`src/rtl/gpu_pkg.sv`:
```
// Shared GPU definitions: frame scheduler states and default PPU array size.
package gpu_pkg;

   localparam int GPU_CORES_COUNT = 10;

   typedef enum logic [1:0] {
      FS_IDLE,
      FS_RENDER,
      FS_WAIT_VSYNC,
      FS_SWAP
   } frame_state_t;

endpackage

```
`src/rtl/frame_swap_ctrl.sv`:
```
// Double-buffer frame scheduler: starts PPU render passes, collects done pulses,
// and flips the scanout buffer only on a scanout end-of-frame.
module frame_swap_ctrl
   import gpu_pkg::*;
#(
   parameter int CORES_COUNT = GPU_CORES_COUNT,
   parameter int FRAME_CNT_W = 16
) (
   input  logic                   clk,
   input  logic                   resetn,
   input  logic                   frame_req_valid,
   output logic                   frame_req_ready,
   output logic                   core_start,
   input  logic [CORES_COUNT-1:0] core_done,
   input  logic                   scan_frame_end,
   output logic                   front_sel,
   output logic                   swap_pulse,
   output logic                   busy,
   output logic [FRAME_CNT_W-1:0] frame_count,
   output logic [FRAME_CNT_W-1:0] late_count,
   output logic                   protocol_err
);

   frame_state_t r_state, w_next;

   logic [CORES_COUNT-1:0] r_done_mask;
   logic [CORES_COUNT-1:0] w_mask_or;
   logic [FRAME_CNT_W-1:0] r_frame_count;
   logic [FRAME_CNT_W-1:0] r_late_count;
   logic                   r_core_start;
   logic                   r_front_sel;
   logic                   r_protocol_err;
   logic                   w_all_done;
   logic                   w_accept;
   logic                   w_dup;
   logic                   w_stray;
   logic                   w_late;

   always_comb begin
      w_next     = r_state;
      w_mask_or  = r_done_mask | core_done;
      w_all_done = &w_mask_or;
      w_accept   = 1'b0;
      w_dup      = 1'b0;
      w_stray    = 1'b0;
      w_late     = 1'b0;
      unique case (r_state)
         FS_IDLE: begin
            w_stray  = |core_done;
            w_accept = frame_req_valid;
            if (frame_req_valid)
               w_next = FS_RENDER;
         end
         FS_RENDER: begin
            w_dup = |(core_done & r_done_mask);
            if (w_all_done)
               w_next = scan_frame_end ? FS_SWAP : FS_WAIT_VSYNC;
            else
               w_late = scan_frame_end;
         end
         FS_WAIT_VSYNC: begin
            w_stray = |core_done;
            if (scan_frame_end)
               w_next = FS_SWAP;
         end
         FS_SWAP: begin
            w_stray = |core_done;
            w_next  = FS_IDLE;
         end
         default: w_next = FS_IDLE;
      endcase
   end

   always_ff @(posedge clk or negedge resetn) begin
      if (!resetn) begin
         r_state        <= FS_IDLE;
         r_done_mask    <= '0;
         r_core_start   <= 1'b0;
         r_front_sel    <= 1'b0;
         r_frame_count  <= '0;
         r_late_count   <= '0;
         r_protocol_err <= 1'b0;
      end else begin
         r_state      <= w_next;
         r_core_start <= w_accept;
         if (w_accept)
            r_done_mask <= '0;
         else if (r_state == FS_RENDER)
            r_done_mask <= w_mask_or;
         if (r_state == FS_SWAP) begin
            r_front_sel   <= ~r_front_sel;
            r_frame_count <= r_frame_count + FRAME_CNT_W'(1);
         end
         // Repeated-frame counter saturates so a stalled renderer stays visible.
         if (w_late && (r_late_count != '1))
            r_late_count <= r_late_count + FRAME_CNT_W'(1);
         if (w_dup || w_stray)
            r_protocol_err <= 1'b1;
      end
   end

   assign frame_req_ready = (r_state == FS_IDLE);
   assign busy            = (r_state != FS_IDLE);
   assign swap_pulse      = (r_state == FS_SWAP);
   assign core_start      = r_core_start;
   assign front_sel       = r_front_sel;
   assign frame_count     = r_frame_count;
   assign late_count      = r_late_count;
   assign protocol_err    = r_protocol_err;

endmodule

```
`config.mk`:
```
export PLATFORM = sky130hd
export DESIGN_NAME = frame_swap_ctrl
export DESIGN_NICKNAME = d
export VERILOG_FILES = /design/src/rtl/gpu_pkg.sv /design/src/rtl/frame_swap_ctrl.sv
export SDC_FILE = /design/constraint.sdc
export NUM_CORES = 1
export LEC_CHECK = 0
export ABC_AREA = 1
export BUFFER_PORTS_ARGS = -buffer_cell sky130_fd_sc_hd__buf_2
export CORE_ASPECT_RATIO = 2
export CORE_UTILIZATION = 60
export DETAILED_ROUTE_END_ITERATION = 6
export PLACE_DENSITY = 0.9
export SYNTH_ARGS = -nofsm -noshare
export SYNTH_HDL_FRONTEND = slang
export SYNTH_SLANG_ARGS = --single-unit
```
`constraint.sdc`:
```
create_clock -name clk -period 2.92 [get_ports clk]
set_input_delay 0.584 -clock clk [delete_from_list [all_inputs] [get_ports clk]]
set_output_delay 0.584 -clock clk [all_outputs]
set_load 0.005 [all_outputs]
```
* After elaboration in Yosys (flattened, before gate mapping)
Cells that the tools add are included.
** Storage, ports and cells
- Logic and storage cells :: 41
- Output and inout port bits :: 38
- Input bits :: 14
- Register bits :: 47
** Cells by class
- Bitwise gates (word level) :: 3
- $add $sub $neg :: 2
- Reductions and logical operators :: 10
- Muxes and demuxes :: 12
- Equality and inequality tests :: 7
** Operator list (count)
- 16-bit by 1-bit adder with 16-bit output, second input constant :: 2
- 10-bit 2-to-1 mux :: 2
- 10-bit OR reduction :: 2
- 16-bit != test, second input constant :: 1
- 10-bit bitwise AND :: 1
- 10-bit bitwise OR :: 1
- 10-bit AND reduction :: 1
- 2-bit one-hot mux with 4 select lines :: 1
- 1-bit 2-to-1 mux :: 6
- 2-bit 2-to-1 mux :: 3
- 2-bit != test, second input constant :: 3
- 2-bit equality test, second input constant :: 2
- 2-bit nonzero test :: 2
- 3-bit AND reduction :: 1
- 3-bit OR reduction :: 1
- 2-bit by 1-bit equality test with 1-bit output, second input constant :: 1
- 2-bit zero test :: 1
- 1-bit logical AND :: 1
- 1-bit logical OR :: 1
- 1-bit NOT :: 1

* Logic depth before layout (Yosys ltp)
- Depth after elaboration :: 5
- Mapped depth :: 11
- Mapped depth without buffers :: 10

* Least setup slack after synthesis
Ideal clock, no wire load.
- Path type :: register -> register
- Start point :: reg r_state[1]
- End point :: reg r_frame_count[13], in the netlist frame_count[13]
- Required time :: 2.803 ns
- Buffers on the path :: 1
- Library setup time :: 0.117 ns
- Data arrival time :: 1.499 ns
- Cell stages (with the launch flop) :: 12
- Slack :: 1.304 ns
- Period minus slack after synthesis :: 1.616 ns
- Cell sequence :: dfrtp_1 -> ha_1 -> buf_2 -> nand2_1 -> nor2_2 -> nand2_1 -> nor2_2 -> nand2_1 -> nor2_4 -> nand2_1 -> nand2_1 -> nand2_1
** On the way
- Longest elaborated chain between the ends :: 1
** Ends and longest elaborated chain
- start, declared :: line frame_swap_ctrl.sv:24 : frame_state_t r_state, w_next;
- start signal, assigned :: line frame_swap_ctrl.sv:84 : r_state <= w_next;
- 2-bit equality test
- named net swap_pulse :: line frame_swap_ctrl.sv:17 : output logic swap_pulse,
- end signal, assigned :: line frame_swap_ctrl.sv:92 : r_frame_count <= r_frame_count + FRAME_CNT_W'(1);
- end, declared :: line frame_swap_ctrl.sv:28 : logic [FRAME_CNT_W-1:0] r_frame_count;
The timed path passes the listed nets, and every way through them passes these cells.
A chain may end at the register's enable or synchronous reset.

* Worst setup path in the final report
- Start point :: reg r_late_count[0], in the netlist late_count[0]
- End point :: reg r_late_count[4], in the netlist late_count[4]
** On the way
- Longest elaborated chain between the ends :: 2
- Elaborated cells on any way between the ends :: 3
- Classes of those cells :: add/sub (1); eq/ne (1); reduce/logical (1)
** Ends and longest elaborated chain
- start, declared :: line frame_swap_ctrl.sv:29 : logic [FRAME_CNT_W-1:0] r_late_count;
- start signal, assigned :: line frame_swap_ctrl.sv:96 : r_late_count <= r_late_count + FRAME_CNT_W'(1);
- parallel branches: the longest is 2 deep, another holds 16-bit by 1-bit adder with 16-bit output
Parallel ways; which one is timed is not known.

==> results_dict.tcl <==
set metrics [dict create \
    status "finished, final reports clean" \
    drv_slew 0 \
    cts.clk_slew.worst_paths_ns 0.08 \
    yosysWarnings 0 \
    ant_nets 0 \
    critPathLaunchType "flop" \
    fin_crit_ns 1.885 \
    gp_congestion 0.8417 \
    synth_cells 370 \
    skew_ns 0.004727 \
    initial_core_util_pct 62.69 \
    yosysTopAreaCell "dfrtp_1" \
    synth_cell_types 25 \
    cts-buffers-inserted 5 \
    syn_nets 390 \
    synthesis.area_sq_mm 0.002720 \
    antenna_found_initial 0 \
    ctsHoldBuffers 0 \
    worst-r2r-cell-count 7 \
    clk_latency_ns 0.30 \
    ys_seq_area_share_pct 43.24 \
    core_sq_mm 0.004339 \
    cp_max_fo 17 \
    cp.arrival_ns 2.12 \
    cp_top_family "simple AND/OR/NAND/NOR gates" \
    cts_tree "built" \
    async_flop_share_pct 100.0 \
    cts_num_sinks 47 \
    grt_util_all_layers_pct 28.36 \
    crit_path_top_delay_cell "dfrtp_1" \
    timing.rr.end "late_count[4]$_DFFE_PN0P_" \
    worstPathCellList "ha_1 -> nand2_1 -> nor2_4 -> nand4_4 -> nand3_2 -> nand2_1 -> nand2_1" \
    synth_area_leaders "dfrtp_1 (43%), nand2_1 (18%), inv_1 (7.0%)" \
    hp-class "in -> async" \
    power_density_mw_per_mm2 642.5 \
    place.port_buffers 51 \
    synth.top_cell.area_share_pct 43.24 \
    crit_cells 7 \
    clock-root-buffer "clkbuf_8" \
    first_iter_violations 93 \
    finalCritPeriodShare_pct 64.57 \
    setup_tns_ns 0 \
    die_h_um 97.22 \
    endpoint_kind "flop" \
    area.growth.synth_to_final_pct 14.17 \
    diodes 0 \
    worstReg2RegStart "late_count[0]$_DFFE_PN0P_" \
    cp_num_buf_inv 0 \
    postCtsSetupBuffers 0 \
    cp_slowest_stage_delay_ns 0.46 \
    drv_cap 0 \
    cts_resized 0 \
    yosys-top-cells-count "nand2_1 (127), inv_1 (51), dfrtp_1 (47)" \
    vias_per_cell 5.290 \
    clk_path_buf_depth 2 \
    avgRoutedWirePerCell_um 12.95 \
    cpMostUsedCell "nand2_1" \
    r2r_setup_slack_ns 1.03 \
    grt_pass1_wl_mm 10.61 \
    die_w_um 49.61 \
    syn_avg_cell_area_sq_um 7.352 \
    leakagePower_nw 1.717 \
    synth_most_common_cell "nand2_1" \
    path_class "reg -> reg" \
    slew_headroom_pct 59.67 \
    vdd_drop_max_mv 0.5185 \
    nets 445 \
    first_global_vias 2492 \
    yosys_register_bits 47 \
    final.fill_count 377 \
    fmax_mhz 530.4 \
    ys.flop_type "dfrtp_1" \
    h-tree-depth 2 \
    dp_hpwl_mm 4.710 \
    p_total_w 0.001995 \
    final-hold-violation-count 0 \
    wl_mm 6.216 \
    synth-edff-count 0 \
    worstPathRequired_ns 3.16 \
    grt_max_degree 48 \
    drc_errors 0 \
    io_pins 52 \
    dr.pass1.iters 4 \
    std_cell_rows 34 \
    worst_slew_pin_slew_ns 0.6050 \
    num_vias 2539 \
    die_area_sq_mm 0.004823 \
    overflow 0 \
    drive_gt1_share_pct 15.96 \
    setup_viol 0 \
    grt_setup_unrepaired "no" \
]
-- registers in the layout, indices dropped and copies added, names as in the netlist --
signal and flops:
r_done_mask 10, core_start 1, late_count 16, protocol_err 1
r_state 2, front_sel 1, frame_count 16
-- how the worst max path moves through the flow --
stage,startpoint,slack [ns],to
2_1_floorplan,r_state[1]$_DFFE_PN0P_,1.30,frame_count[13]$_DFFE_PN0P_
3_3_place_gp,core_done[5],0.95,late_count[15]$_DFFE_PN0P_
3_5_place_dp,core_done[5],0.89,late_count[4]$_DFFE_PN0P_
4_1_cts,r_state[1]$_DFFE_PN0P_,1.03,frame_count[13]$_DFFE_PN0P_
5_1_grt,late_count[0]$_DFFE_PN0P_,0.86,late_count[7]$_DFFE_PN0P_
6_report,late_count[0]$_DFFE_PN0P_,1.03,late_count[4]$_DFFE_PN0P_
-- worst reg2reg max path: stages (launching register included) --
cell and delay (ns):
dfrtp_1 0.46, ha_1 0.22, nand2_1 0.14, nor2_4 0.22, nand4_4 0.27, nand3_2 0.36
nand2_1 0.09, nand2_1 0.08
-- report_power, final --
group	leakage [nW]	internal, W	switching [W]
clock	0.0422	0.000168	0.000210
sequential	0.625	0.000788	0.000133
combinational	1.05	0.000267	0.000430
-- metal layers --
layer	part of all wire (%)	wire length (um)	track usage, %
met5	0	0	0
met4	2.0	123	11.21
met3	3.1	192	3.756
met1	38	2372	29.28
met2	57	3527	54.37
-- per-stage QoR --
stage                     setup WS [ns]  cells  util, %  cell area (sq um)  hold slack, ns
after floorplan                   1.304    370        -               2720          0.2884
after global placement           0.9464    472    69.69               3024          0.4465
after detailed placement         0.8890    472    69.69               3024          0.4590
after CTS                         1.028    480    71.57               3105          0.3889
after global routing             0.8576    480    71.57               3105          0.4210
final                             1.035    480    71.57               3105          0.3602
-- layout by cell type (no fill, tap or decap) --
cell        n
nand2_1   127
inv_1      51
buf_2      51
dfrtp_1    47
nor2_1     41
nand3_1    25
nand4_1    14
xor2_1     13
o21ai_0     7
a211oi_1    6
ha_1        6
clkbuf_8    5
nand3b_1    4
inv_2       3
a21oi_1     3
nor2_2      3
xnor2_1     3
o211ai_1    2
nor3_1      2
nor2_4      2
o22ai_1     2
nor4_1      2
clkbuf_1    2
nand4_4     1
nand3_2     1
a22o_1      1
clkinv_2    1
buf_4       1
-- cell families after synthesis --
family,after synthesis,share of synthesized area (%)
AOI/OAI and AO/OA,21,4.829
xor gates and xnor gates,16,5.152
buffers and inverters,58,8.417
and+or+nand+nor,222,35.60
DFF,47,43.24
adders and majority gates,6,2.760
-- cell type report --
| cell class | instances | area [sq um] | area share [%] |
|---|---|---|---|
| multi-input combinational | 265 | 1315 | 42.34 |
| sequential | 47 | 1176 | 37.87 |
| timing repair buffer | 52 | 262.8 | 8.461 |
| inverter | 54 | 202.7 | 6.527 |
| clock buffer | 7 | 76.32 | 2.458 |
| tap | 54 | 67.56 | 2.176 |
| clock inverter | 1 | 5.005 | 0.1612 |
Note: power is estimated with default switching activity, not from simulation.
